--- config.mk ---
export PLATFORM = sky130hd
export DESIGN_NAME = seg_scan_controller_flat
export DESIGN_NICKNAME = d
export VERILOG_FILES = /design/src/rtl/seg_scan_if.sv /design/src/rtl/seg_scan_controller.sv /design/src/flat_wrapper.sv
export SDC_FILE = /design/constraint.sdc
export NUM_CORES = 1
export LEC_CHECK = 0
export BUFFER_PORTS_ARGS = -buffer_cell sky130_fd_sc_hd__buf_2
export CORE_MARGIN = 1
export CORE_UTILIZATION = 35
export CTS_CLUSTER_SIZE = 40
export DETAILED_ROUTE_END_ITERATION = 8
export GPL_TIMING_DRIVEN = 0
export PLACE_DENSITY = 0.6
export SYNTH_ARGS = -nofsm -noshare
export SYNTH_HDL_FRONTEND = slang
export SYNTH_SLANG_ARGS = --single-unit
export TNS_END_PERCENT = 10
--- constraint.sdc ---
create_clock -name clk -period 2.5 [get_ports clk]
set_input_delay 0.5 -clock clk [delete_from_list [all_inputs] [get_ports clk]]
set_output_delay 0.5 -clock clk [all_outputs]
set_load 0.005 [all_outputs]
--- src/rtl/seg_scan_if.sv ---
// Display-scan bundle between the value source and the segment scanner.
// The master side supplies the digits and control; the slave side drives the
// shared BCD nibble, the anodes and the frame marker.
interface seg_scan_if;
    logic        enable;
    logic        load;
    logic [15:0] value;
    logic        lz_en;
    logic [3:0]  bcd_out;
    logic [3:0]  an;
    logic        frame_done;

    modport master (
        output enable, load, value, lz_en,
        input  bcd_out, an, frame_done
    );

    modport slave (
        input  enable, load, value, lz_en,
        output bcd_out, an, frame_done
    );
endinterface

--- src/rtl/seg_scan_controller.sv ---
// Four-digit 7-segment scanner: one shared BCD nibble, active-low anodes,
// a dark lead-in at the start of every digit slot, optional leading-zero
// blanking, and display values swapped in only at frame boundaries.
//
// state | meaning
// IDLE  | display dark, counter and digit index held at 0
// BLANK | start of a slot, all anodes off while the nibble changes
// DRIVE | indexed digit lit until the slot ends
module seg_scan_controller #(
    parameter int REFRESH_DIV  = 100000,
    parameter int BLANK_CYCLES = 2000
) (
    input  logic       clk,
    input  logic       rst,
    seg_scan_if.slave  bus
);
    localparam int CW = $clog2(REFRESH_DIV);
    localparam logic [CW-1:0] SLOT_LAST    = CW'(REFRESH_DIV - 1);
    localparam logic [CW-1:0] SLOT_PRELAST = CW'(REFRESH_DIV - 2);
    localparam logic [CW-1:0] BLANK_LAST   = CW'(BLANK_CYCLES - 1);

    typedef enum logic [1:0] {IDLE, BLANK, DRIVE} state_t;

    state_t        state, state_nxt;
    logic [CW-1:0] cnt, cnt_nxt;
    logic [1:0]    idx, idx_nxt;
    logic [15:0]   active, shadow;
    logic          pending;
    logic          boundary;
    logic [3:0]    digit_nib;
    logic [3:0]    suppress;
    logic [3:0]    an_nxt, bcd_nxt;
    logic          frame_done_nxt;

    // Last DRIVE cycle of digit 3: the only point where a new value may take effect.
    assign boundary = (state == DRIVE) && (idx == 2'd3) && (cnt == SLOT_LAST);

    // State register with slot counter and digit index.
    always_ff @(posedge clk) begin
        if (rst) begin
            state <= IDLE;
            cnt   <= '0;
            idx   <= 2'd0;
        end else begin
            state <= state_nxt;
            cnt   <= cnt_nxt;
            idx   <= idx_nxt;
        end
    end

    // Next-state logic; dropping enable returns to IDLE from anywhere.
    always_comb begin
        state_nxt = state;
        cnt_nxt   = cnt;
        idx_nxt   = idx;
        case (state)
            IDLE: begin
                cnt_nxt = '0;
                idx_nxt = 2'd0;
                if (bus.enable) state_nxt = BLANK;
            end
            BLANK: begin
                cnt_nxt = cnt + CW'(1);
                if (cnt == BLANK_LAST) state_nxt = DRIVE;
            end
            DRIVE: begin
                if (cnt == SLOT_LAST) begin
                    cnt_nxt   = '0;
                    idx_nxt   = idx + 2'd1;
                    state_nxt = BLANK;
                end else begin
                    cnt_nxt = cnt + CW'(1);
                end
            end
            default: begin
                state_nxt = IDLE;
                cnt_nxt   = '0;
                idx_nxt   = 2'd0;
            end
        endcase
        if (!bus.enable) begin
            state_nxt = IDLE;
            cnt_nxt   = '0;
            idx_nxt   = 2'd0;
        end
    end

    // Display value: immediate while dark, otherwise held in shadow until the boundary.
    always_ff @(posedge clk) begin
        if (rst) begin
            active  <= 16'h0000;
            shadow  <= 16'h0000;
            pending <= 1'b0;
        end else if (state == IDLE) begin
            if (bus.load) begin
                active  <= bus.value;
                pending <= 1'b0;
            end
        end else if (boundary || !bus.enable) begin
            if (bus.load)    active <= bus.value;
            else if (pending) active <= shadow;
            pending <= 1'b0;
        end else if (bus.load) begin
            shadow  <= bus.value;
            pending <= 1'b1;
        end
    end

    // Leading-zero mask: a digit goes dark only if it and all digits above it are zero.
    always_comb begin
        suppress    = 4'b0000;
        suppress[3] = bus.lz_en && (active[15:12] == 4'h0);
        suppress[2] = suppress[3] && (active[11:8] == 4'h0);
        suppress[1] = suppress[2] && (active[7:4] == 4'h0);
        case (idx)
            2'd0:    digit_nib = active[3:0];
            2'd1:    digit_nib = active[7:4];
            2'd2:    digit_nib = active[11:8];
            default: digit_nib = active[15:12];
        endcase
    end

    // Output decode; frame_done is looked ahead one cycle so the pulse lines up with the commit cycle.
    always_comb begin
        an_nxt         = 4'hF;
        bcd_nxt        = 4'hF;
        frame_done_nxt = 1'b0;
        if (bus.enable && (state == DRIVE) && !suppress[idx]) begin
            an_nxt  = ~(4'b0001 << idx);
            bcd_nxt = digit_nib;
        end
        if (bus.enable && (state == DRIVE) && (idx == 2'd3) && (cnt == SLOT_PRELAST))
            frame_done_nxt = 1'b1;
    end

    // Output registers.
    always_ff @(posedge clk) begin
        if (rst) begin
            bus.an         <= 4'hF;
            bus.bcd_out    <= 4'hF;
            bus.frame_done <= 1'b0;
        end else begin
            bus.an         <= an_nxt;
            bus.bcd_out    <= bcd_nxt;
            bus.frame_done <= frame_done_nxt;
        end
    end
endmodule
--- src/flat_wrapper.sv ---
// flat-port wrapper written by rule: the top's interface ports become plain ports
module seg_scan_controller_flat 
#(
    parameter int REFRESH_DIV  = 100000,
    parameter int BLANK_CYCLES = 2000
)
  (clk, rst, bus_enable, bus_load, bus_value, bus_lz_en, bus_bcd_out, bus_an, bus_frame_done);
  seg_scan_if bus_i ();
  input  logic clk;
  input  logic rst;
  input wire logic [$bits(bus_i.enable)-1:0] bus_enable;
  input wire logic [$bits(bus_i.load)-1:0] bus_load;
  input wire logic [$bits(bus_i.value)-1:0] bus_value;
  input wire logic [$bits(bus_i.lz_en)-1:0] bus_lz_en;
  output wire logic [$bits(bus_i.bcd_out)-1:0] bus_bcd_out;
  output wire logic [$bits(bus_i.an)-1:0] bus_an;
  output wire logic [$bits(bus_i.frame_done)-1:0] bus_frame_done;
  assign bus_i.enable = bus_enable;
  assign bus_i.load = bus_load;
  assign bus_i.value = bus_value;
  assign bus_i.lz_en = bus_lz_en;
  assign bus_bcd_out = bus_i.bcd_out;
  assign bus_an = bus_i.an;
  assign bus_frame_done = bus_i.frame_done;
  seg_scan_controller #(.REFRESH_DIV(REFRESH_DIV), .BLANK_CYCLES(BLANK_CYCLES)) u_core (.clk(clk), .rst(rst), .bus(bus_i));
endmodule
==> flow_summary.json <==
{
  "outcome": "finished, final reports clean",
  "yosys.cell_types.count": 42,
  "cts_htree_levels": 3,
  "final_cell_mix": "sky130_fd_sc_hd__dfxtp_1, sky130_fd_sc_hd__nand2_1, sky130_fd_sc_hd__buf_2, sky130_fd_sc_hd__nand2b_1, sky130_fd_sc_hd__o21ai_0",
  "antennaDiodeCount": 0,
  "grtUsageTotal_pct": 15.9,
  "synth.area.top_cells": "sky130_fd_sc_hd__dfxtp_1, sky130_fd_sc_hd__nand2b_1, sky130_fd_sc_hd__mux2i_1",
  "period_share_pct": 90.3,
  "routed-via-count": 2623,
  "die_width_um": 98.8,
  "num_io_pins": 30,
  "die_span_in_y_um": 98.8,
  "tritoncts": "yes",
  "synth.net_count": 393,
  "firstDrtPassIters": 4,
  "cts-buffers-inserted": 9,
  "clock_insertion_delay_worst_skew_ps": 340,
  "setup_viol_count_final": 0,
  "worstPathMaxFanout": 10,
  "global_route.overflow_total": 0,
  "cells_after_synthesis": 361,
  "cts_resized": 0,
  "fin_crit_ps": 2260,
  "max_cap_violations": 0,
  "design.die.area_sq_um": 9760,
  "viasPerCell": 5.11,
  "grt_max_degree": 11,
  "path_clk_slew_ps": 70,
  "crit_path_class": "reg2reg",
  "floorplan.core_area_sq_um": 8890,
  "totalNegativeSetupSlack_ps": 0,
  "maxSlewHeadroom_pct": 64.4,
  "antenna_violations_before_repair": 0,
  "synthFlopType": "sky130_fd_sc_hd__dfxtp_1",
  "place.gp.congestion": 0.800,
  "mostFrequentLayoutCell": "sky130_fd_sc_hd__dfxtp_1",
  "io_buffers": 29,
  "synth.yosys.warnings": 0,
  "layout-area-overhead-vs-synth_pct": 15.0,
  "final_antenna_net_count": 0,
  "p_per_area_nw_per_um2": 590,
  "rows": 34,
  "drive_gt1_share_pct": 17.8,
  "syn-cell-area_sq_um": 3280,
  "crit_required_ps": 2730,
  "place_hpwl_um": 5250,
  "detail_route.wl_per_cell_um": 14.2,
  "endpoint_kind": "flop",
  "nets": 433,
  "first_global_vias": 2498,
  "critPathLaunchType": "flop",
  "syn_area_per_cell_sq_um": 9.08,
  "synthArstFlopShare_pct": 0,
  "synth-seq-cells": 63,
  "routed_wirelength_um": 7300,
  "post_cts_buffers": 0,
  "vdd_ir_drop_max_mv": 0.291,
  "grt_first_pass_wirelength_um": 12200,
  "cts_hold_buffers": 0,
  "cp.arrival_ps": 2490,
  "synth.yosys.seq_area_share_pct": 38.5,
  "max_clock_freq_mhz": 443,
  "edff_count_synth": 0,
  "clock-sinks": 63,
  "yosys.area.top_type": "sky130_fd_sc_hd__dfxtp_1",
  "synthDominantCellAreaShare_pct": 38.5,
  "remaining_drc_errors": 0,
  "p_leak_nw": 1.38,
  "skew_ps": 9.62,
  "hold_viol": 0,
  "clk_path_buf_depth": 2,
  "start_util_pct": 36.9,
  "number_of_pins_with_negative_max_slew_slack_in_the_final_report": 0,
  "fin_worst_hold_slack_ps": 422,
  "hp-class": "in2reg",
  "clockRootBuffer": "sky130_fd_sc_hd__clkbuf_8",
  "detail_route.iter0.violations": 120,
  "setup_repair_after_global_routing_missed_its_margin": "no",
  "tightest_slew_ps": 534
}
-- metal layers --
layer	GRT usage (%)	wire length (um)
met1	23.3	3960
met2	21.9	3000
met3	3.19	303
met4	8.04	37
met5	0	0
-- worst max-delay path, stage by stage (launching register included) --
cell                      delay [ps]
sky130_fd_sc_hd__dfxtp_1         390
sky130_fd_sc_hd__ha_1            300
sky130_fd_sc_hd__nor4b_4         360
sky130_fd_sc_hd__nand4_4         180
sky130_fd_sc_hd__o31a_1          330
sky130_fd_sc_hd__buf_6           140
sky130_fd_sc_hd__buf_12          150
sky130_fd_sc_hd__mux2_4          290
-- Yosys cell counts, types with 2 or more instances --
| cell type | n |
|---|---|
| sky130_fd_sc_hd__clkbuf_1 | 16 |
| sky130_fd_sc_hd__inv_1 | 9 |
| sky130_fd_sc_hd__buf_2 | 3 |
| sky130_fd_sc_hd__a211oi_1 | 5 |
| sky130_fd_sc_hd__xor2_1 | 5 |
| sky130_fd_sc_hd__or3_1 | 4 |
| sky130_fd_sc_hd__nand4_1 | 6 |
| sky130_fd_sc_hd__mux2i_1 | 19 |
| sky130_fd_sc_hd__nand2b_1 | 32 |
| sky130_fd_sc_hd__and4b_1 | 2 |
| sky130_fd_sc_hd__o21ai_0 | 27 |
| sky130_fd_sc_hd__nand2_1 | 33 |
| sky130_fd_sc_hd__nor4_1 | 5 |
| sky130_fd_sc_hd__nor2b_1 | 18 |
| sky130_fd_sc_hd__dfxtp_1 | 63 |
| sky130_fd_sc_hd__and2_1 | 3 |
| sky130_fd_sc_hd__nand3_1 | 14 |
| sky130_fd_sc_hd__ha_1 | 11 |
| sky130_fd_sc_hd__a222oi_1 | 4 |
| sky130_fd_sc_hd__a21oi_1 | 17 |
| sky130_fd_sc_hd__and3_1 | 3 |
| sky130_fd_sc_hd__mux2_4 | 10 |
| sky130_fd_sc_hd__nor2_1 | 5 |
| sky130_fd_sc_hd__buf_6 | 2 |
| sky130_fd_sc_hd__mux2_2 | 6 |
| sky130_fd_sc_hd__nor3_1 | 17 |
| sky130_fd_sc_hd__xnor2_1 | 6 |
| sky130_fd_sc_hd__and4_1 | 2 |
-- per-stage QoR --
stage	cells	instance area (sq um)	utilization [%]	power [mW]	setup WS [ps]
after floorplan	361	3280	-	1.21	514
after global placement	498	3560	40.0	1.27	260
after detailed placement	498	3560	40.0	1.27	275
after CTS	513	3770	42.4	2.24	265
after global routing	513	3770	42.4	2.32	186
final	513	3770	42.4	2.22	243
-- power breakdown --
group	switching, mW	leakage [nW]	internal [mW]
registers	0.0198	0.511	1.03
logic	0.104	0.764	0.0965
clock network	0.393	0.109	0.580
total	0.517	1.38	1.71
-- sequential cells by signal, summed over array words and instances (netlist names), 2 cells and up --
signal,cells
u_core.bus.an,4
u_core.shadow,16
u_core.cnt,17
u_core.bus.bcd_out,4
u_core.idx,2
u_core.state,2
u_core.active,16
-- worst paths after layout --
check	endpoint	cells after the start	slack (ps)	start
max	u_core.active[11]$_SDFFE_PP0P_	7	240	u_core.cnt[0]$_SDFF_PP0_
min	u_core.shadow[3]$_SDFFE_PP0P_	3	420	bus_value[3]
max reg2reg	u_core.active[11]$_SDFFE_PP0P_	7	240	u_core.cnt[0]$_SDFF_PP0_
min reg2reg	u_core.shadow[13]$_SDFFE_PP0P_	2	480	u_core.shadow[13]$_SDFFE_PP0P_
-- cells by family after synthesis --
logic type,after synthesis,share of synthesized area (%)
AND/OR/NAND/NOR,150,26.5
flip-flops,63,38.5
AO/OA/AOI/OAI,60,10.9
multiplexers,35,12.4
buffers and inverters,31,4.62
XOR/XNOR,11,2.94
adder cells (fa/ha/maj),11,4.20
-- layout make-up --
| cell class | instances | area, sq um |
|---|---|---|
| plain buffers | 22 | 118 |
| clock buffers | 11 | 141 |
| clock inverters | 4 | 70.1 |
| fillers | 874 | 5120 |
| inverters | 9 | 33.8 |
| multi-input cells | 267 | 1870 |
| flip-flops and latches | 63 | 1260 |
| well taps | 108 | 135 |
| repair buffers | 29 | 145 |
Note: power is estimated with default switching activity, not from simulation.
